$ cat config.mk
export PLATFORM = sky130hd
export DESIGN_NAME = mouse_device_sm
export DESIGN_NICKNAME = d
export VERILOG_FILES = /design/src/rtl/mouse_ps2_pkg.sv /design/src/rtl/mouse_knock_detect.sv /design/src/rtl/mouse_device_sm.sv
export SDC_FILE = /design/constraint.sdc
export NUM_CORES = 1
export LEC_CHECK = 0
export ABC_AREA = 1
export CAP_MARGIN = 20
export CORE_ASPECT_RATIO = 0.5
export CORE_MARGIN = 5
export CORE_UTILIZATION = 40
export CTS_CLUSTER_SIZE = 30
export DETAILED_ROUTE_END_ITERATION = 16
export GPL_ROUTABILITY_DRIVEN = 0
export SLEW_MARGIN = 25
export SYNTH_ARGS = -nofsm -noshare
export SYNTH_HDL_FRONTEND = slang
export SYNTH_SLANG_ARGS = --single-unit
$ cat constraint.sdc
create_clock -name CLK -period 4.3 [get_ports CLK]
set_input_delay 0.43 -clock CLK [delete_from_list [all_inputs] [get_ports CLK]]
set_output_delay 0.43 -clock CLK [all_outputs]
set_load 0.01 [all_outputs]
$ cat src/rtl/mouse_ps2_pkg.sv
// Shared PS/2 mouse constants: host commands, device responses, IDs,
// the knock sequence that unlocks scroll-wheel mode, and FSM encodings.
package mouse_ps2_pkg;

  localparam logic [7:0] CMD_RESET        = 8'hFF;
  localparam logic [7:0] CMD_SET_DEFAULTS = 8'hF6;
  localparam logic [7:0] CMD_DISABLE      = 8'hF5;
  localparam logic [7:0] CMD_ENABLE       = 8'hF4;
  localparam logic [7:0] CMD_SET_RATE     = 8'hF3;
  localparam logic [7:0] CMD_GET_ID       = 8'hF2;

  localparam logic [7:0] RESP_ACK    = 8'hFA;
  localparam logic [7:0] RESP_RESEND = 8'hFE;
  localparam logic [7:0] RESP_BAT_OK = 8'hAA;

  localparam logic [7:0] ID_STANDARD = 8'h00;
  localparam logic [7:0] ID_INTELLI  = 8'h03;

  localparam logic [7:0] KNOCK_FIRST  = 8'hC8;
  localparam logic [7:0] KNOCK_SECOND = 8'h64;
  localparam logic [7:0] KNOCK_THIRD  = 8'h50;

  localparam logic [7:0] DEFAULT_RATE = 8'h64;

  typedef enum logic [2:0] {
    IDLE      = 3'd0,
    SEND_RESP = 3'd1,
    WAIT_SENT = 3'd2,
    RATE_ARG  = 3'd3,
    BAT_WAIT  = 3'd4,
    PKT_SEND  = 3'd5,
    PKT_WAIT  = 3'd6
  } state_t;

  // What to do once the byte currently on the wire has been sent.
  typedef enum logic [2:0] {
    FOLLOW_NONE       = 3'd0,
    FOLLOW_BAT        = 3'd1,
    FOLLOW_ID_STD     = 3'd2,
    FOLLOW_ID_INTELLI = 3'd3,
    FOLLOW_RATE       = 3'd4,
    FOLLOW_KNOCK      = 3'd5
  } follow_t;

endpackage

$ cat src/rtl/mouse_knock_detect.sv
// Three-deep history of accepted sample rates; flags the C8,64,50
// knock that switches the mouse into scroll-wheel mode.
module mouse_knock_detect
  import mouse_ps2_pkg::*;
(
  input  logic       clk,
  input  logic       reset,
  input  logic       clear,
  input  logic       push,
  input  logic [7:0] rate,
  output logic       match
);

  // Entry 0 is the newest rate, entry 2 the oldest.
  logic [2:0][7:0] hist_q;
  logic [2:0][7:0] hist_d;

  always_comb begin
    hist_d = hist_q;
    if (clear) begin
      hist_d = '0;
    end else if (push) begin
      hist_d = {hist_q[1], hist_q[0], rate};
    end
  end

  always_ff @(posedge clk) begin
    if (reset) begin
      hist_q <= '0;
    end else begin
      hist_q <= hist_d;
    end
  end

  assign match = (hist_q[2] == KNOCK_FIRST) &&
                 (hist_q[1] == KNOCK_SECOND) &&
                 (hist_q[0] == KNOCK_THIRD);

endmodule

$ cat src/rtl/mouse_device_sm.sv
// PS/2 mouse device-side controller: decodes host commands, runs the
// self-test sequence and streams movement packets over a byte transmitter.
module mouse_device_sm
  import mouse_ps2_pkg::*;
#(
  parameter int BAT_DELAY = 5000000
) (
  input  logic       CLK,
  input  logic       RESET,
  input  logic [7:0] RX_BYTE,
  input  logic [1:0] RX_ERROR_CODE,
  input  logic       RX_READY,
  output logic       RX_READ_ENABLE,
  output logic       TX_SEND_BYTE,
  output logic [7:0] TX_BYTE,
  input  logic       TX_BYTE_SENT,
  input  logic       MOVE_VALID,
  input  logic [7:0] MOVE_STATUS,
  input  logic [7:0] MOVE_DX,
  input  logic [7:0] MOVE_DY,
  input  logic [7:0] MOVE_DZ,
  output logic       MOVE_ACCEPT,
  output logic       STREAM_EN,
  output logic       INTELLI_MODE,
  output logic [7:0] SAMPLE_RATE
);

  localparam logic [23:0] BAT_LAST = 24'(BAT_DELAY - 1);

  state_t          state_q, state_d;
  follow_t         follow_q, follow_d;
  logic [23:0]     bat_cnt_q, bat_cnt_d;
  logic [3:0][7:0] pkt_q, pkt_d;
  logic [1:0]      pkt_idx_q, pkt_idx_d;
  logic            tx_send_q, tx_send_d;
  logic [7:0]      tx_byte_q, tx_byte_d;
  logic            move_accept_q, move_accept_d;
  logic            stream_en_q, stream_en_d;
  logic            intelli_q, intelli_d;
  logic [7:0]      sample_rate_q, sample_rate_d;
  logic            rx_read_en_q, rx_read_en_d;

  logic            knock_clear, knock_push, knock_match, illegal_state;
  logic [1:0]      pkt_last;

  mouse_knock_detect u_knock (
    .clk   (CLK),
    .reset (RESET),
    .clear (knock_clear),
    .push  (knock_push),
    .rate  (RX_BYTE),
    .match (knock_match)
  );

  assign pkt_last = intelli_q ? 2'd3 : 2'd2;

  always_comb begin
    state_d       = state_q;
    follow_d      = follow_q;
    bat_cnt_d     = bat_cnt_q;
    pkt_d         = pkt_q;
    pkt_idx_d     = pkt_idx_q;
    tx_send_d     = 1'b0;
    tx_byte_d     = tx_byte_q;
    move_accept_d = 1'b0;
    stream_en_d   = stream_en_q;
    intelli_d     = intelli_q;
    sample_rate_d = sample_rate_q;
    knock_clear   = 1'b0;
    knock_push    = 1'b0;
    illegal_state = 1'b0;

    case (state_q)
      IDLE: begin
        if (RX_READY) begin
          state_d  = SEND_RESP;
          follow_d = FOLLOW_NONE;
          if (RX_ERROR_CODE != 2'b00) begin
            tx_byte_d = RESP_RESEND;
          end else begin
            tx_byte_d = RESP_ACK;
            case (RX_BYTE)
              CMD_RESET, CMD_SET_DEFAULTS: begin
                stream_en_d   = 1'b0;
                intelli_d     = 1'b0;
                sample_rate_d = DEFAULT_RATE;
                knock_clear   = 1'b1;
                if (RX_BYTE == CMD_RESET) follow_d = FOLLOW_BAT;
              end
              CMD_DISABLE:  stream_en_d = 1'b0;
              CMD_ENABLE:   stream_en_d = 1'b1;
              CMD_SET_RATE: follow_d = FOLLOW_RATE;
              CMD_GET_ID:   follow_d = intelli_q ? FOLLOW_ID_INTELLI : FOLLOW_ID_STD;
              default:      tx_byte_d = RESP_RESEND;
            endcase
          end
        end else if (stream_en_q && MOVE_VALID) begin
          pkt_d         = {MOVE_DZ, MOVE_DY, MOVE_DX, MOVE_STATUS | 8'h08};
          pkt_idx_d     = 2'd0;
          move_accept_d = 1'b1;
          state_d       = PKT_SEND;
        end
      end
      SEND_RESP: begin
        tx_send_d = 1'b1;
        state_d   = WAIT_SENT;
      end
      WAIT_SENT: begin
        if (TX_BYTE_SENT) begin
          follow_d = FOLLOW_NONE;
          state_d  = IDLE;
          case (follow_q)
            FOLLOW_BAT: begin
              bat_cnt_d = '0;
              state_d   = BAT_WAIT;
            end
            FOLLOW_ID_STD: begin
              tx_byte_d = ID_STANDARD;
              state_d   = SEND_RESP;
            end
            FOLLOW_ID_INTELLI: begin
              tx_byte_d = ID_INTELLI;
              state_d   = SEND_RESP;
            end
            FOLLOW_RATE:  state_d = RATE_ARG;
            FOLLOW_KNOCK: if (knock_match) intelli_d = 1'b1;
            default:      state_d = IDLE;
          endcase
        end
      end
      RATE_ARG: begin
        if (RX_READY) begin
          state_d  = SEND_RESP;
          follow_d = FOLLOW_NONE;
          if (RX_ERROR_CODE != 2'b00) begin
            tx_byte_d = RESP_RESEND;
          end else begin
            sample_rate_d = RX_BYTE;
            knock_push    = 1'b1;
            tx_byte_d     = RESP_ACK;
            follow_d      = FOLLOW_KNOCK;
          end
        end
      end
      // AA goes out straight from the last count so the gap is exactly BAT_DELAY.
      BAT_WAIT: begin
        if (bat_cnt_q == BAT_LAST) begin
          tx_send_d = 1'b1;
          tx_byte_d = RESP_BAT_OK;
          follow_d  = FOLLOW_ID_STD;
          state_d   = WAIT_SENT;
        end else begin
          bat_cnt_d = bat_cnt_q + 24'd1;
        end
      end
      PKT_SEND: begin
        tx_send_d = 1'b1;
        tx_byte_d = pkt_q[pkt_idx_q];
        state_d   = PKT_WAIT;
      end
      PKT_WAIT: begin
        if (TX_BYTE_SENT) begin
          if (pkt_idx_q == pkt_last) begin
            state_d = IDLE;
          end else begin
            pkt_idx_d = pkt_idx_q + 2'd1;
            state_d   = PKT_SEND;
          end
        end
      end
      default: begin
        illegal_state = 1'b1;
        state_d       = IDLE;
        follow_d      = FOLLOW_NONE;
        bat_cnt_d     = '0;
        pkt_idx_d     = '0;
        tx_byte_d     = '0;
        stream_en_d   = 1'b0;
        intelli_d     = 1'b0;
        sample_rate_d = '0;
      end
    endcase

    rx_read_en_d = !illegal_state && ((state_d == IDLE) || (state_d == RATE_ARG));
  end

  always_ff @(posedge CLK) begin
    if (RESET) begin
      state_q       <= IDLE;
      follow_q      <= FOLLOW_NONE;
      bat_cnt_q     <= '0;
      pkt_q         <= '0;
      pkt_idx_q     <= '0;
      tx_send_q     <= 1'b0;
      tx_byte_q     <= '0;
      move_accept_q <= 1'b0;
      stream_en_q   <= 1'b0;
      intelli_q     <= 1'b0;
      sample_rate_q <= DEFAULT_RATE;
      rx_read_en_q  <= 1'b0;
    end else begin
      state_q       <= state_d;
      follow_q      <= follow_d;
      bat_cnt_q     <= bat_cnt_d;
      pkt_q         <= pkt_d;
      pkt_idx_q     <= pkt_idx_d;
      tx_send_q     <= tx_send_d;
      tx_byte_q     <= tx_byte_d;
      move_accept_q <= move_accept_d;
      stream_en_q   <= stream_en_d;
      intelli_q     <= intelli_d;
      sample_rate_q <= sample_rate_d;
      rx_read_en_q  <= rx_read_en_d;
    end
  end

  assign RX_READ_ENABLE = rx_read_en_q;
  assign TX_SEND_BYTE   = tx_send_q;
  assign TX_BYTE        = tx_byte_q;
  assign MOVE_ACCEPT    = move_accept_q;
  assign STREAM_EN      = stream_en_q;
  assign INTELLI_MODE   = intelli_q;
  assign SAMPLE_RATE    = sample_rate_q;

endmodule

Yosys cells after proc, flatten, opt, wreduce, memory -nomap -nowiden
Cells that the tools add are included.
- bits in registers: 109
- word-level logic and storage cells: 168
- $add $sub $neg: 2
- $lt $le $gt $ge: 1
- equal/unequal tests: 40
- multiplexer cells: 67
- bitwise logic cells: 9
- reduce and logical (&&, ||, !) cells: 31
- operators with widths (kind ; count):
    $mux 8 ; 10
    $mux 24 ; 3
    $pmux 24 s3 ; 1
    $eq 8x8->1 const B ; 7
    $mux 3 ; 16
    $pmux 8 s6 ; 1
    $ne 2x2->1 const B ; 13
    $add 24x1->24 const B ; 1
    $eq 24x23->1 const B ; 1
    $pmux 8 s3 ; 1
    $pmux 3 s7 ; 1
    $mux 1 ; 20
    $reduce_or 5->1 ; 4
    $pmux 3 s3 ; 2
    $bmux 8 s2 ; 1
    $eq 8x7->1 const B ; 2
    $pmux 8 s2 ; 1
    $eq 3x2->1 const B ; 5
    $eq 3x3->1 const B ; 5
    $pmux 3 s5 ; 1
    $reduce_and 6->1 ; 2
    $reduce_or 6->1 ; 2
    $reduce_and 5->1 ; 2
    $reduce_or 2->1 ; 5
    other kinds (21) ; 43

Longest topological paths before layout
Gate-level depths: netlist of the first run.
- depth in word-level cells: 8
- gate-level depth with buffers: 12
- mapped depth without buffers: 11

Modules after synthesis
Synthesis of the first run repeated with hierarchy kept, for this count alone.
- cells, all modules: 879
- area, all modules: 5754.3 um^2
- by module, submodules not included (module ; instances ; cells each ; area each (um^2) ; sequential area each (um^2)):
    mouse_device_sm ; 1 ; 752 ; 4760.8 ; 1701.6
    mouse_knock_detect ; 1 ; 127 ; 993.5 ; 480.5

Worst setup path before layout of the first run
OpenSTA, ideal clock, no wires.
- path kind: flip-flop to flip-flop
- from: register bat_cnt_q[0]
- to: register tx_byte_q[0] (netlist: TX_BYTE[0])
- data arrival time: 1.577 ns
- path slack: 2.652 ns
- stages on the path, launching flop included: 9
- buffers on the path: 1
- clock period less this slack: 1.648 ns
- cell sequence: dfxtp_1 -> ha_1 -> nand3_1 -> nor2_1 -> nand3_1 -> nand2_1 -> buf_2 -> nand4_1 -> a21oi_1
- longest elaborated chain between the ends: 3
- ends and longest elaborated chain (what ; RTL line ; source):
    start, declared ; mouse_device_sm.sv:32 ; logic [23:0] bat_cnt_q, bat_cnt_d;
    start signal, assigned ; mouse_device_sm.sv:204 ; bat_cnt_q <= bat_cnt_d;
    $eq 24x23->1 ; mouse_device_sm.sv:147 ; if (bat_cnt_q == BAT_LAST) begin
    $ne 2x2->1 (no source line) ; - ;
    $reduce_and 6->1 (no source line) ; - ;
    end signal, assigned ; mouse_device_sm.sv:208 ; tx_byte_q <= tx_byte_d;
    end, declared ; mouse_device_sm.sv:36 ; logic [7:0] tx_byte_q, tx_byte_d;
No other way between the ends.
A chain may end at the register's enable or synchronous reset.

Worst setup path after layout of the first run
- from: register pkt_idx_q[0]
- to: register rx_read_en_q (netlist: RX_READ_ENABLE)
- longest elaborated chain between the ends: 7
- ends and longest elaborated chain (what ; RTL line ; source):
    start, declared ; mouse_device_sm.sv:34 ; logic [1:0] pkt_idx_q, pkt_idx_d;
    start signal, assigned ; mouse_device_sm.sv:206 ; pkt_idx_q <= pkt_idx_d;
    $eq 2x2->1 * ; mouse_device_sm.sv:163 ; if (pkt_idx_q == pkt_last) begin
    $mux 3 * ; mouse_device_sm.sv:163 ;
    $mux 3 * ; mouse_device_sm.sv:162 ; if (TX_BYTE_SENT) begin
    $pmux 3 s7 * ; mouse_device_sm.sv:73 ; case (state_q)
    $eq 3x2->1 or $logic_not 3->1 (tied branches) ; mouse_device_sm.sv:184 ; rx_read_en_d = !illegal_state && ((state_d == IDLE) || (state_d == RATE_ARG));
    $logic_or 1x1->1 * ; mouse_device_sm.sv:184 ;
    $logic_and 1x1->1 * ; mouse_device_sm.sv:184 ;
    end signal, assigned ; mouse_device_sm.sv:213 ; rx_read_en_q <= rx_read_en_d;
    end, declared ; mouse_device_sm.sv:41 ; logic rx_read_en_q, rx_read_en_d;
Every way passes the cells marked *; elsewhere a longest branch is shown, timed or not.

==> results of run 1 <==
[area by class of cell]
type	count	area, um2	share of cell area, %
multi-input cells	646	2920	43.4
clock inverters	6	62.6	0.931
clock buffers	10	239	3.56
inverters	101	379	5.64
flip-flops and latches	109	2180	32.5
well taps	192	240	3.58
repair buffers	71	698	10.4
[sequential cells by signal, indices dropped and copies added, names as in the netlist, 2 cells and up]
| signal | count |
|---|---|
| SAMPLE_RATE | 8 |
| TX_BYTE | 8 |
| bat_cnt_q | 24 |
| follow_q | 3 |
| pkt_idx_q | 2 |
| pkt_q | 32 |
| state_q | 3 |
| u_knock.hist_q | 24 |
[report_power, final]
group          switching (mW)  leakage (nW)  internal (mW)  total [mW]
registers              0.0224         0.881           1.03        1.06
clock network           0.421         0.142          0.425       0.847
logic                   0.189          1.56          0.129       0.318
[layout by cell type, fill, tap and decap left out, types with 2 or more instances in the layout]
cell	instances
nand3_2	3
xnor2_1	2
dfxtp_1	109
clkbuf_16	9
or2_2	3
nand4_1	24
clkinvlp_4	2
buf_4	5
nand3_1	74
inv_8	2
a21oi_1	99
nor3_1	5
inv_1	95
inv_2	5
xor2_1	6
clkdlybuf4s50_1	66
nand2_1	215
o21ai_0	45
nor2_1	152
nor2_2	5
[per-layer routing]
layer | vias up | GRT usage, %
met5 | - | 0
met4 | 0 | 4.24
met3 | 12 | 3.50
met2 | 106 | 28.2
met1 | 2534 | 25.2
li1 | 2949 | -
[metrics by stage]
| step | utilization, % | hold WS, ns |
|---|---|---|
| after floorplan | - | 0.420 |
| after global placement | 47.0 | 0.433 |
| after detailed placement | 47.0 | 0.442 |
| after CTS | 49.2 | 0.456 |
| after global routing | 49.2 | 0.474 |
| final | 49.2 | 0.451 |
[worst max-delay path by stage]
| stage | cells after the start | slack [ns] | endpoint | start |
|---|---|---|---|---|
| finish | 10 | 1.75 | RX_READ_ENABLE | pkt_idx_q[0] |
| global route | 10 | 1.43 | RX_READ_ENABLE | pkt_idx_q[0] |
| CTS | 10 | 1.69 | RX_READ_ENABLE | pkt_idx_q[0] |
| detailed placement | 6 | 1.50 | u_knock.hist_q[21] | RX_BYTE[5] |
| global placement | 6 | 1.53 | u_knock.hist_q[4] | RX_BYTE[5] |
| floorplan | 8 | 2.65 | TX_BYTE[0] | bat_cnt_q[0] |
[worst max-delay path: stages, from the launching register on]
cell	delay (ns)
dfxtp_1	0.82
clkinv_1	0.67
nand2_1	0.23
nand3_1	0.15
nor2_1	0.13
nor2_1	0.05
nor2_1	0.11
nand2_1	0.06
nor2_1	0.11
o21ai_0	0.09
nor2_1	0.08
[cells by family after synthesis]
kind of cell               share of synthesized area (%)
adders and majority gates                          0.222
and+or+nand+nor                                     36.4
DFF                                                 38.8
AOI/OAI and AO/OA                                   14.0
xor gates and xnor gates                            1.25
buffers and inverters                               9.39
==> flow_results.xml, run 1 <==
<?xml version="1.0" encoding="UTF-8"?>
<metrics>
  <group name="clock_tree">
    <metric name="cts_tree" unit="">done</metric>
    <metric name="max-clock-path-buffers" unit="">2</metric>
    <metric name="post_cts_resize_count" unit="">0</metric>
    <metric name="holdBufCountCts" unit="">0</metric>
    <metric name="clk_pin_slew" unit="ns">0.09</metric>
    <metric name="cts_root_buffer" unit="">clkbuf_16</metric>
    <metric name="cts.sink_count" unit="">109</metric>
    <metric name="cts_buffers" unit="">9</metric>
    <metric name="htree_num_levels" unit="">3</metric>
    <metric name="clock_insertion_delay_worst_skew" unit="ns">0.36</metric>
    <metric name="post_cts_buffers" unit="">0</metric>
  </group>
  <group name="placement">
    <metric name="placedInstanceArea" unit="um2">6420</metric>
    <metric name="io_buffers" unit="">66</metric>
    <metric name="place.detailed.hpwl" unit="mm">10.4</metric>
    <metric name="pre_cts_ws" unit="ns">1.50</metric>
    <metric name="dp_cells" unit="">1119</metric>
  </group>
  <group name="floorplanning">
    <metric name="die_area" unit="um2">16700</metric>
    <metric name="initial_util" unit="%">41.2</metric>
    <metric name="coreArea" unit="um2">13700</metric>
    <metric name="placementRows" unit="">30</metric>
    <metric name="fp.dieH" unit="um">93.8</metric>
    <metric name="die_width" unit="um">178</metric>
    <metric name="floorplan.io_pins" unit="">68</metric>
  </group>
  <group name="power">
    <metric name="power" unit="mW">2.22</metric>
    <metric name="power.density" unit="nW/um2">331</metric>
    <metric name="irDropWorstVdd" unit="mV">0.230</metric>
    <metric name="total_leakage_power" unit="nW">2.58</metric>
  </group>
  <group name="synth">
    <metric name="total_standard_cell_area_after_synthesis" unit="um2">5620</metric>
    <metric name="postSynth.asyncResetShare" unit="%">0</metric>
    <metric name="netlist.area_leader.share" unit="%">38.8</metric>
    <metric name="synth-edff-count" unit="">0</metric>
    <metric name="synth_top_flop_cell" unit="">dfxtp_1</metric>
    <metric name="post-synth-top-area-cell" unit="">dfxtp_1</metric>
    <metric name="post_synth.cell_area_avg" unit="um2">6.33</metric>
    <metric name="synthTopCellsByArea" unit="">dfxtp_1, nand2_1, nor2_1</metric>
    <metric name="total_of_flip_flops_plus_latches_after_synthesis" unit="">109</metric>
    <metric name="synth_cells" unit="">888</metric>
    <metric name="ys_seq_area_share" unit="%">38.8</metric>
    <metric name="synth_warnings" unit="">0</metric>
    <metric name="postSynthNetCount" unit="">936</metric>
    <metric name="synth.distinct_cells" unit="">33</metric>
    <metric name="post-synth-top-count-cell" unit="">nand2_1</metric>
    <metric name="top_cell_types_by_occurrence_after_synthesis" unit="">nand2_1, nor2_1, dfxtp_1</metric>
  </group>
  <group name="min_path">
    <metric name="min_from" unit="">pkt_q[23]</metric>
    <metric name="worstHoldPathCells" unit="">2</metric>
    <metric name="hold_end" unit="">pkt_q[23]</metric>
    <metric name="worst_hold_path_type" unit="">register to register</metric>
  </group>
  <group name="worst_setup_path">
    <metric name="cp-end-kind" unit="">register</metric>
    <metric name="critical_path_peak_fanout" unit="">21</metric>
    <metric name="regToRegStartpoint" unit="">pkt_idx_q[0]</metric>
    <metric name="cp.required" unit="ns">4.60</metric>
    <metric name="ff_to_ff_end" unit="">RX_READ_ENABLE</metric>
    <metric name="critical_path_class" unit="">register to register</metric>
    <metric name="critical_path.startpoint_type" unit="">register</metric>
    <metric name="rrSetupSlack" unit="ns">1.75</metric>
    <metric name="r2r.worst_path.cells" unit="">10</metric>
    <metric name="critical_path_arrival" unit="ns">2.85</metric>
  </group>
  <group name="route">
    <metric name="dr_total_vias" unit="">5601</metric>
    <metric name="post_drt_via_cell_ratio" unit="">4.93</metric>
    <metric name="avgRoutedWirePerCell" unit="um">12.8</metric>
    <metric name="wl" unit="mm">14.5</metric>
    <metric name="remaining_number_of_nets_flagged_by_the_antenna_check_after_routing" unit="">0</metric>
    <metric name="detail_route.wirelength.met1" unit="mm">7.29</metric>
    <metric name="route.top_layer_used" unit="">met4</metric>
    <metric name="first_iter_violations" unit="">351</metric>
    <metric name="met3_wirelength" unit="um">671</metric>
    <metric name="number_of_detailed_routing_iterations_run_before_antenna_repair" unit="">5</metric>
    <metric name="route.met2.wl" unit="mm">6.45</metric>
    <metric name="drc_errors" unit="">0</metric>
  </group>
  <group name="sta">
    <metric name="fin_crit_sh" unit="%">59.3</metric>
    <metric name="setup_repair_after_global_routing_missed_its_margin" unit="">no</metric>
    <metric name="final_critical_path_setup_slack" unit="ns">1.75</metric>
    <metric name="fin_skew" unit="ns">0.0129</metric>
    <metric name="fmaxAchievable" unit="MHz">392</metric>
    <metric name="layout_min_cycle_time" unit="ns">2.55</metric>
    <metric name="final-setup-viol-count" unit="">0</metric>
    <metric name="finalHoldViolCount" unit="">0</metric>
    <metric name="tightestPinTransition" unit="ns">1.01</metric>
    <metric name="relSlewSlack" unit="%">32.7</metric>
    <metric name="setup_tns" unit="ns">0</metric>
    <metric name="timing_max_transition_violations_final" unit="">0</metric>
  </group>
  <group name="cells_and_area">
    <metric name="stdcell_area" unit="um2">6720</metric>
    <metric name="layoutNonFillerInstCount" unit="">1135</metric>
    <metric name="antenna_cells" unit="">0</metric>
    <metric name="layout-drive-gt1-share" unit="%">4.67</metric>
    <metric name="area_delta_synth_final" unit="%">19.5</metric>
    <metric name="nFillCells" unit="">1463</metric>
    <metric name="final_net_count" unit="">986</metric>
  </group>
  <group name="global_routing">
    <metric name="number_of_antenna_violations_at_the_first_check_in_global_routing" unit="">0</metric>
    <metric name="grt_start_max_net_pins" unit="">62</metric>
    <metric name="grt_overflow" unit="">0</metric>
    <metric name="grt_util_all_layers" unit="%">17.8</metric>
    <metric name="first_global_vias" unit="">5091</metric>
    <metric name="grt_first_pass_wirelength" unit="mm">24.4</metric>
  </group>
  <group name="status">
    <metric name="run_status" unit="">finished, final reports clean</metric>
  </group>
  <group name="run">
    <metric name="drv_cap" unit="">0</metric>
  </group>
</metrics>
(Power assumes the default switching activity.)
==> run 2, diff against run 1 <==
- clock period: 4.3 -> 2.4 ns (I/O delays scaled with it)
==> flow_results.xml, run 2 (synthesis gave the netlist of run 1 again) <==
<?xml version="1.0" encoding="UTF-8"?>
<metrics>
  <group name="cells_and_area">
    <metric name="multi_input_comb_area" unit="um2">2920</metric>
    <metric name="layoutNonFillerInstCount" unit="">1150</metric>
    <metric name="layout.cells.most_common" unit="">nand2_1</metric>
    <metric name="antenna_cells" unit="">0</metric>
    <metric name="regArea" unit="um2">2180</metric>
    <metric name="largest_reg_flops" unit="">32</metric>
    <metric name="layout_common_cells" unit="">nand2_1, nor2_1, dfxtp_1</metric>
    <metric name="regMostFlops" unit="">pkt_q</metric>
    <metric name="final_net_count" unit="">1002</metric>
    <metric name="area_delta_synth_final" unit="%">21.8</metric>
    <metric name="nFillCells" unit="">1422</metric>
    <metric name="layout-drive-gt1-share" unit="%">6.16</metric>
    <metric name="biggestRegsByFlops" unit="">pkt_q (32), bat_cnt_q (24), u_knock.hist_q (24)</metric>
  </group>
  <group name="clock_tree">
    <metric name="clock_insertion_delay_worst_skew" unit="ns">0.35</metric>
    <metric name="holdBufCountCts" unit="">0</metric>
    <metric name="clk_pin_slew" unit="ns">0.08</metric>
    <metric name="max-clock-path-buffers" unit="">2</metric>
    <metric name="post_cts_buffers" unit="">0</metric>
    <metric name="htree_num_levels" unit="">3</metric>
    <metric name="post_cts_resize_count" unit="">0</metric>
    <metric name="cts_root_buffer" unit="">clkbuf_16</metric>
    <metric name="cts.sink_count" unit="">109</metric>
    <metric name="cts_buffers" unit="">9</metric>
    <metric name="cts_tree" unit="">done</metric>
  </group>
  <group name="route">
    <metric name="avgRoutedWirePerCell" unit="um">12.8</metric>
    <metric name="post_drt_via_cell_ratio" unit="">4.89</metric>
    <metric name="drc_errors" unit="">0</metric>
    <metric name="dr_total_vias" unit="">5626</metric>
    <metric name="first_iter_violations" unit="">348</metric>
    <metric name="number_of_detailed_routing_iterations_run_before_antenna_repair" unit="">4</metric>
    <metric name="remaining_number_of_nets_flagged_by_the_antenna_check_after_routing" unit="">0</metric>
    <metric name="wl" unit="mm">14.7</metric>
  </group>
  <group name="sta">
    <metric name="fin_skew" unit="ns">0.00668</metric>
    <metric name="setup_tns" unit="ns">0</metric>
    <metric name="setup_repair_after_global_routing_missed_its_margin" unit="">no</metric>
    <metric name="tightestPinTransition" unit="ns">0.514</metric>
    <metric name="final-setup-viol-count" unit="">0</metric>
    <metric name="timing_max_transition_violations_final" unit="">0</metric>
    <metric name="fin_crit_sh" unit="%">81.6</metric>
    <metric name="layout_min_cycle_time" unit="ns">1.96</metric>
    <metric name="relSlewSlack" unit="%">65.7</metric>
    <metric name="fmaxAchievable" unit="MHz">511</metric>
    <metric name="finalHoldViolCount" unit="">0</metric>
  </group>
  <group name="placement">
    <metric name="place.detailed.hpwl" unit="mm">10.7</metric>
    <metric name="io_buffers" unit="">66</metric>
    <metric name="dp_cells" unit="">1135</metric>
  </group>
  <group name="worst_setup_path">
    <metric name="critical_path_peak_fanout" unit="">9</metric>
    <metric name="critical_path_arrival" unit="ns">2.18</metric>
    <metric name="cp-end-kind" unit="">register</metric>
    <metric name="critical_path.startpoint_type" unit="">register</metric>
    <metric name="critical_path_class" unit="">register to register</metric>
    <metric name="cp.required" unit="ns">2.62</metric>
  </group>
  <group name="global_routing">
    <metric name="first_global_vias" unit="">5144</metric>
    <metric name="grt_first_pass_wirelength" unit="mm">25.1</metric>
    <metric name="number_of_antenna_violations_at_the_first_check_in_global_routing" unit="">0</metric>
    <metric name="grt_start_max_net_pins" unit="">49</metric>
    <metric name="grt_util_all_layers" unit="%">18.3</metric>
    <metric name="grt_overflow" unit="">0</metric>
  </group>
  <group name="min_path">
    <metric name="worst_hold_path_type" unit="">register to register</metric>
  </group>
  <group name="power">
    <metric name="power.density" unit="nW/um2">586</metric>
    <metric name="total_leakage_power" unit="nW">2.66</metric>
    <metric name="irDropWorstVdd" unit="mV">0.333</metric>
  </group>
  <group name="floorplanning">
    <metric name="placementRows" unit="">30</metric>
    <metric name="die_area" unit="um2">16700</metric>
    <metric name="fp.dieH" unit="um">93.8</metric>
    <metric name="initial_util" unit="%">41.2</metric>
    <metric name="floorplan.io_pins" unit="">68</metric>
    <metric name="die_width" unit="um">178</metric>
    <metric name="coreArea" unit="um2">13700</metric>
  </group>
  <group name="run">
    <metric name="drv_cap" unit="">0</metric>
  </group>
  <group name="status">
    <metric name="run_status" unit="">finished, final reports clean</metric>
  </group>
</metrics>
==> run 2: final timing paths <==
path / startpoint / endpoint / slack (ns) / cells after the start
max: state_q[0] / SAMPLE_RATE[0] / 0.44 / 9
min: pkt_q[25] / pkt_q[25] / 0.45 / 2
min reg2reg: pkt_q[25] / pkt_q[25] / 0.45 / 2
max reg2reg: state_q[0] / SAMPLE_RATE[0] / 0.44 / 9
==> run 2: stage by stage <==
step	total power, mW	worst slack [ns]	instance area (um2)	hold slack, ns	utilization (%)
floorplan	2.28	0.752	5620	0.394	-
global placement	2.53	0.310	6550	0.437	47.9
detailed placement	2.53	0.271	6550	0.445	47.9
CTS	4.06	0.442	6850	0.456	50.1
global route	4.21	0.165	6850	0.467	50.1
finish	4.01	0.442	6850	0.454	50.1
==> run 2: critical path, cell delays in order, from the launching register on <==
cell and delay [ns]:
dfxtp_1 0.53, inv_2 0.13, nand2_2 0.19, nand2_1 0.17, nand2_1 0.12, nand3_1 0.09
nor2_2 0.21, inv_1 0.18, a21oi_1 0.15, nor2_1 0.05
==> run 2: layout make-up <==
class | count | share of cell area [%]
multi-input cells | 646 | 42.6
clock inverters | 6 | 1.04
well taps | 192 | 3.51
repair buffers | 87 | 12.1
flip-flops and latches | 109 | 31.9
clock buffers | 9 | 3.29
inverters | 101 | 5.54
==> run 2: routing by layer <==
layer	global-route usage, %	wire (um)	up-vias
met4	3.47	91	0
met3	4.34	830	10
met2	28.8	6380	125
met1	25.9	7380	2513
met5	0	0	-
li1	-	-	2978
==> run 2: where the power goes <==
part	internal, mW	leakage [nW]	switching [mW]	total [mW]
Clock	0.816	0.144	0.708	1.52
Combinational	0.250	1.64	0.354	0.604
Sequential	1.85	0.881	0.0300	1.88
Total	2.92	2.66	1.09	4.01
==> run 3, diff against run 2 <==
- clock period: 2.4 -> 1.7 ns (I/O delays scaled with it)
==> flow_results.xml, run 3 (synthesis gave the netlist of run 1 again) <==
<?xml version="1.0" encoding="UTF-8"?>
<metrics>
  <group name="placement">
    <metric name="pre_cts_ws" unit="ns">-0.0763</metric>
    <metric name="dp_cells" unit="">1188</metric>
    <metric name="placedInstanceArea" unit="um2">7000</metric>
    <metric name="place.detailed.hpwl" unit="mm">11.5</metric>
    <metric name="io_buffers" unit="">66</metric>
  </group>
  <group name="cells_and_area">
    <metric name="layoutNonFillerInstCount" unit="">1204</metric>
    <metric name="stdcell_area" unit="um2">7380</metric>
    <metric name="postLayoutCoreUtil" unit="%">54.0</metric>
    <metric name="final_net_count" unit="">1055</metric>
    <metric name="largest_reg_flops" unit="">32</metric>
    <metric name="layout_common_cells" unit="">nand2_1, nor2_1, dfxtp_1</metric>
    <metric name="area_delta_synth_final" unit="%">31.2</metric>
    <metric name="antenna_cells" unit="">0</metric>
    <metric name="regMostFlops" unit="">pkt_q</metric>
    <metric name="biggestRegsByFlops" unit="">pkt_q (32), bat_cnt_q (24), u_knock.hist_q (24)</metric>
    <metric name="layout.cells.most_common" unit="">nand2_1</metric>
    <metric name="layout-drive-gt1-share" unit="%">14.0</metric>
  </group>
  <group name="clock_tree">
    <metric name="cts.sink_count" unit="">109</metric>
    <metric name="cts_buffers" unit="">9</metric>
    <metric name="cts_tree" unit="">done</metric>
    <metric name="clock_insertion_delay_worst_skew" unit="ns">0.35</metric>
    <metric name="post_cts_buffers" unit="">0</metric>
    <metric name="cts_root_buffer" unit="">clkbuf_16</metric>
    <metric name="htree_num_levels" unit="">3</metric>
    <metric name="max-clock-path-buffers" unit="">2</metric>
    <metric name="clk_pin_slew" unit="ns">0.08</metric>
  </group>
  <group name="route">
    <metric name="remaining_number_of_nets_flagged_by_the_antenna_check_after_routing" unit="">0</metric>
    <metric name="number_of_detailed_routing_iterations_run_before_antenna_repair" unit="">5</metric>
    <metric name="wl" unit="mm">15.3</metric>
    <metric name="dr_total_vias" unit="">5829</metric>
    <metric name="drc_errors" unit="">0</metric>
    <metric name="post_drt_via_cell_ratio" unit="">4.84</metric>
    <metric name="avgRoutedWirePerCell" unit="um">12.7</metric>
    <metric name="first_iter_violations" unit="">257</metric>
  </group>
  <group name="sta">
    <metric name="setup_tns" unit="ns">0</metric>
    <metric name="relSlewSlack" unit="%">64.5</metric>
    <metric name="final-setup-viol-count" unit="">0</metric>
    <metric name="final_critical_path_setup_slack" unit="ns">0.121</metric>
    <metric name="timing_max_transition_violations_final" unit="">0</metric>
    <metric name="fmaxAchievable" unit="MHz">633</metric>
    <metric name="finalHoldViolCount" unit="">0</metric>
    <metric name="fin_skew" unit="ns">0.0112</metric>
    <metric name="layout_min_cycle_time" unit="ns">1.58</metric>
    <metric name="fin_crit_sh" unit="%">92.9</metric>
    <metric name="tightestPinTransition" unit="ns">0.531</metric>
    <metric name="final.hold.worst_slack" unit="ns">0.432</metric>
  </group>
  <group name="global_routing">
    <metric name="grt_util_all_layers" unit="%">18.7</metric>
    <metric name="grt_overflow" unit="">0</metric>
    <metric name="first_global_vias" unit="">5388</metric>
    <metric name="grt_first_pass_wirelength" unit="mm">25.7</metric>
    <metric name="number_of_antenna_violations_at_the_first_check_in_global_routing" unit="">0</metric>
    <metric name="grt_start_max_net_pins" unit="">43</metric>
  </group>
  <group name="status">
    <metric name="run_status" unit="">finished, final reports clean</metric>
  </group>
  <group name="power">
    <metric name="total_leakage_power" unit="nW">2.94</metric>
    <metric name="power" unit="mW">5.70</metric>
    <metric name="irDropWorstVdd" unit="mV">0.632</metric>
    <metric name="power.density" unit="nW/um2">772</metric>
  </group>
  <group name="floorplanning">
    <metric name="die_area" unit="um2">16700</metric>
    <metric name="coreArea" unit="um2">13700</metric>
    <metric name="die_width" unit="um">178</metric>
    <metric name="floorplan.io_pins" unit="">68</metric>
    <metric name="fp.dieH" unit="um">93.8</metric>
    <metric name="placementRows" unit="">30</metric>
    <metric name="initial_util" unit="%">41.2</metric>
  </group>
  <group name="worst_setup_path">
    <metric name="critical_path_peak_fanout" unit="">4</metric>
    <metric name="cp.required" unit="ns">1.94</metric>
    <metric name="critical_path_arrival" unit="ns">1.82</metric>
    <metric name="r2r.worst_path.cells" unit="">8</metric>
    <metric name="crit_start" unit="">bat_cnt_q[2]</metric>
    <metric name="critical_path.startpoint_type" unit="">register</metric>
    <metric name="regToRegStartpoint" unit="">bat_cnt_q[2]</metric>
    <metric name="cp-end-kind" unit="">register</metric>
    <metric name="critical_path_class" unit="">register to register</metric>
  </group>
  <group name="min_path">
    <metric name="min_from" unit="">MOVE_DZ[0]</metric>
    <metric name="worstHoldPathCells" unit="">3</metric>
    <metric name="worst_hold_path_type" unit="">input port to register</metric>
  </group>
  <group name="run">
    <metric name="drv_cap" unit="">0</metric>
  </group>
</metrics>
-- run 3: changes by cell type in the layout (fill, tap and decap cells not counted), sizes merged --
cell      delta
clkbuf       +1
buf         +53
clkinv       +1
bufinv       -1
inv          +1
clkinvlp     -1
-- run 3: routing by layer --
layer  up-vias  wire length, um  GRT usage, %
li1       3084                -             -
met1      2608             7730          26.4
met2       119             6710          29.8
met3        18              737          3.82
met4         0              144          3.67
met5         -                0             0
-- run 3: worst max-delay path: stages, from the launching register on --
cell	delay [ns]
dfxtp_1	0.39
buf_4	0.15
nand3_1	0.16
inv_2	0.13
nand2_1	0.14
nor3_2	0.16
nand3_1	0.12
o21ai_0	0.18
nor2_1	0.05
-- run 3: path summary, 6_finish.rpt --
path,slack (ns),endpoint
worst max-delay path,0.12,bat_cnt_q[11]
worst min register to register,0.45,pkt_q[1]
worst max register to register,0.12,bat_cnt_q[11]
worst min-delay path,0.43,pkt_q[24]
-- run 3: repair_timing --
item	CTS	global route
resized for setup	3	33
hold buffers	0	0
endpoints found under the setup margin	3	57
-- run 3: report_power, final --
part / total [mW] / switching (mW) / internal, mW
sequential: 2.66 / 0.0416 / 2.62
clock: 2.05 / 1.02 / 1.03
combinational: 0.988 / 0.522 / 0.466
-- run 3: area by class of cell --
| type | count | area (um2) |
|---|---|---|
| clock buffers | 10 | 229 |
| clock inverters | 6 | 56.3 |
| fillers | 1435 | 6280 |
| inverters | 101 | 382 |
| multi-input cells | 646 | 2990 |
| flip-flops and latches | 109 | 2200 |
| well taps | 192 | 240 |
| repair buffers | 140 | 1280 |
==> RTL edit: new RTL, config.mk and constraints of run 2 <==
`pkt_q` and `tx_byte_q` no longer have a reset.
--- a/src/rtl/mouse_device_sm.sv
+++ b/src/rtl/mouse_device_sm.sv
@@ -191,6 +191,4 @@
       bat_cnt_q     <= '0;
-      pkt_q         <= '0;
       pkt_idx_q     <= '0;
       tx_send_q     <= 1'b0;
-      tx_byte_q     <= '0;
       move_accept_q <= 1'b0;
@@ -204,6 +202,4 @@
       bat_cnt_q     <= bat_cnt_d;
-      pkt_q         <= pkt_d;
       pkt_idx_q     <= pkt_idx_d;
       tx_send_q     <= tx_send_d;
-      tx_byte_q     <= tx_byte_d;
       move_accept_q <= move_accept_d;
@@ -216,2 +212,7 @@
 
+  always_ff @(posedge CLK) begin
+    pkt_q     <= pkt_d;
+    tx_byte_q <= tx_byte_d;
+  end
+
   assign RX_READ_ENABLE = rx_read_en_q;
Formal check against the unedited RTL: not equivalent (a bounded check fails within 4 cycles, from zero or initial values and one cycle with RESET high).
==> RTL edit against run 2 <==
Core utilization fell by 0.93 points. Highest routed layer unchanged. Wire length down 9.7%. Die area fell by 3.1%. Non-clock buffer count is 9 lower. Area after synthesis is 3.3% lower. Worst setup slack worse by 150 ps. Power is 2.8% higher. Final area is 3.5% lower. Sequential cell count fell by 1.
==> RTL edit: results (changes against run 2) <==
Pwr
  • Peak VDD IR: 400.1 uV (+20%)
  • Lkg Pwr: 2.433 nW (-8.7%)

Worst setup path
  • R2R depth: 10 (+1)
  • Max stage delay on crit path: 450 ps (-80 ps)
  • Max FO, Critical Path: 7 (-2)
  • Start of the worst register-to-register path: bat_cnt_q[0]
  • End of the worst register-to-register path: TX_BYTE[0]
  • Top delay family on crit path: simple AND/OR/NAND/NOR gates
  • Critical path launch point: bat_cnt_q[0]

Placement
  • Pre-CTS WS: 308.3 ps (+37.36 ps)
  • Post-Place Cells: 956 (-16%)
  • DP HPWL: 9.835 mm (-7.8%)
  • Area after DPL: 6299 um2 (-3.8%)

Finish
  • Share of post-route cells with drive strength above 1: 0.08794 (+0.02635)
  • Largest registers: pkt_q (31), bat_cnt_q (24), u_knock.hist_q (24)
  • Layout Cells excl Fill: 972 (-15%)
  • Final #Nets: 839 (-16%)

Synthesis
  • Sequential fraction of the synthesis area: 0.4696 (+0.08154)
  • Syn Nets: 771 (-18%)
  • Top cells by count, synth: nand2_1, nor2_1, dfxtp_1
  • EDFF count, synth: 39 (+39)
  • Mapped Cells: 723 (-19%)
  • Synth top area cells: dfxtp_1, edfxtp_1, nand2_1, nor2_1, a21oi_1
  • Netlist cell types: 41 (+24%)

Route
  • Initial DRC Count: 351 (+0.86%)
  • Via density: 4.882 (-0.21%)
  • Drt first pass iters: 5 (+1)
  • Avg WL per Cell: 13.65 um (+6.9%)

STA
  • Clk_skew: 13.74 ps (+7.061 ps)
  • Tightest Pin Transition: 625.4 ps (+111.0 ps)
  • Final Worst Setup Slack: 296.2 ps (-145.4 ps)
  • Hold Worst Slack: 430.5 ps (-23.46 ps)

CTS
  • Worst-skew pair later-pin latency: 360 ps
  • Root buffer selected by CTS: clkbuf_16
  • CTS Buf Count: 9 (unchanged)
  • Clock-pin slew on the worst setup and hold paths: 80 ps (about the same)

Outcome
  • Outcome: completed

Min path
  • Hold Path Stages: 1 (-1)
  • Hold_sp: MOVE_STATUS[7]
  • HP Class: in2reg
  • Worst Hold End: pkt_q[7]

Global routing
  • Vias in the first global route: 4,505 (-12%)
  • First-pass GRT wire length: 22.39 mm (-11%)
  • GRT Total Usage: 0.1708 (-0.01272)
  • Initial antenna violation count: 0 (unchanged)
  • Largest net degree at the start of global routing: 32 (-35%)
-- RTL edit: kinds of logic after synthesis --
logic type      synth area share
flops                     0.4696
simple gates              0.3435
compound gates            0.1029
buf+inv                  0.07044
xor+xnor                 0.01128
fa+ha+maj               0.002302
-- RTL edit: layout make-up --
| cell class | instances | area (um2) |
|---|---|---|
| clock inverters | 6 | 81.33 |
| well taps | 176 | 220.2 |
| clock buffers | 10 | 229.0 |
| inverters | 68 | 262.8 |
| multi-input cells | 526 | 2500 |
| repair buffers | 78 | 763.2 |
| flip-flops and latches | 108 | 2552 |
| fillers | 1343 | 6829 |
-- RTL edit: routing by layer --
layer / vias to the layer above / part of all wire / global-route usage
met3: 17 / 0.051 / 0.04608
li1: 2493 / - / -
met2: 104 / 0.45 / 0.2771
met5: - / 0 / 0
met4: 0 / 0.012 / 0.04311
met1: 2131 / 0.48 / 0.2278
-- RTL edit: power by group --
part           switching (W)  internal, W
combinational       0.000303     0.000251
sequential         0.0000367      0.00197
clock               0.000730     0.000837
total                0.00107      0.00306
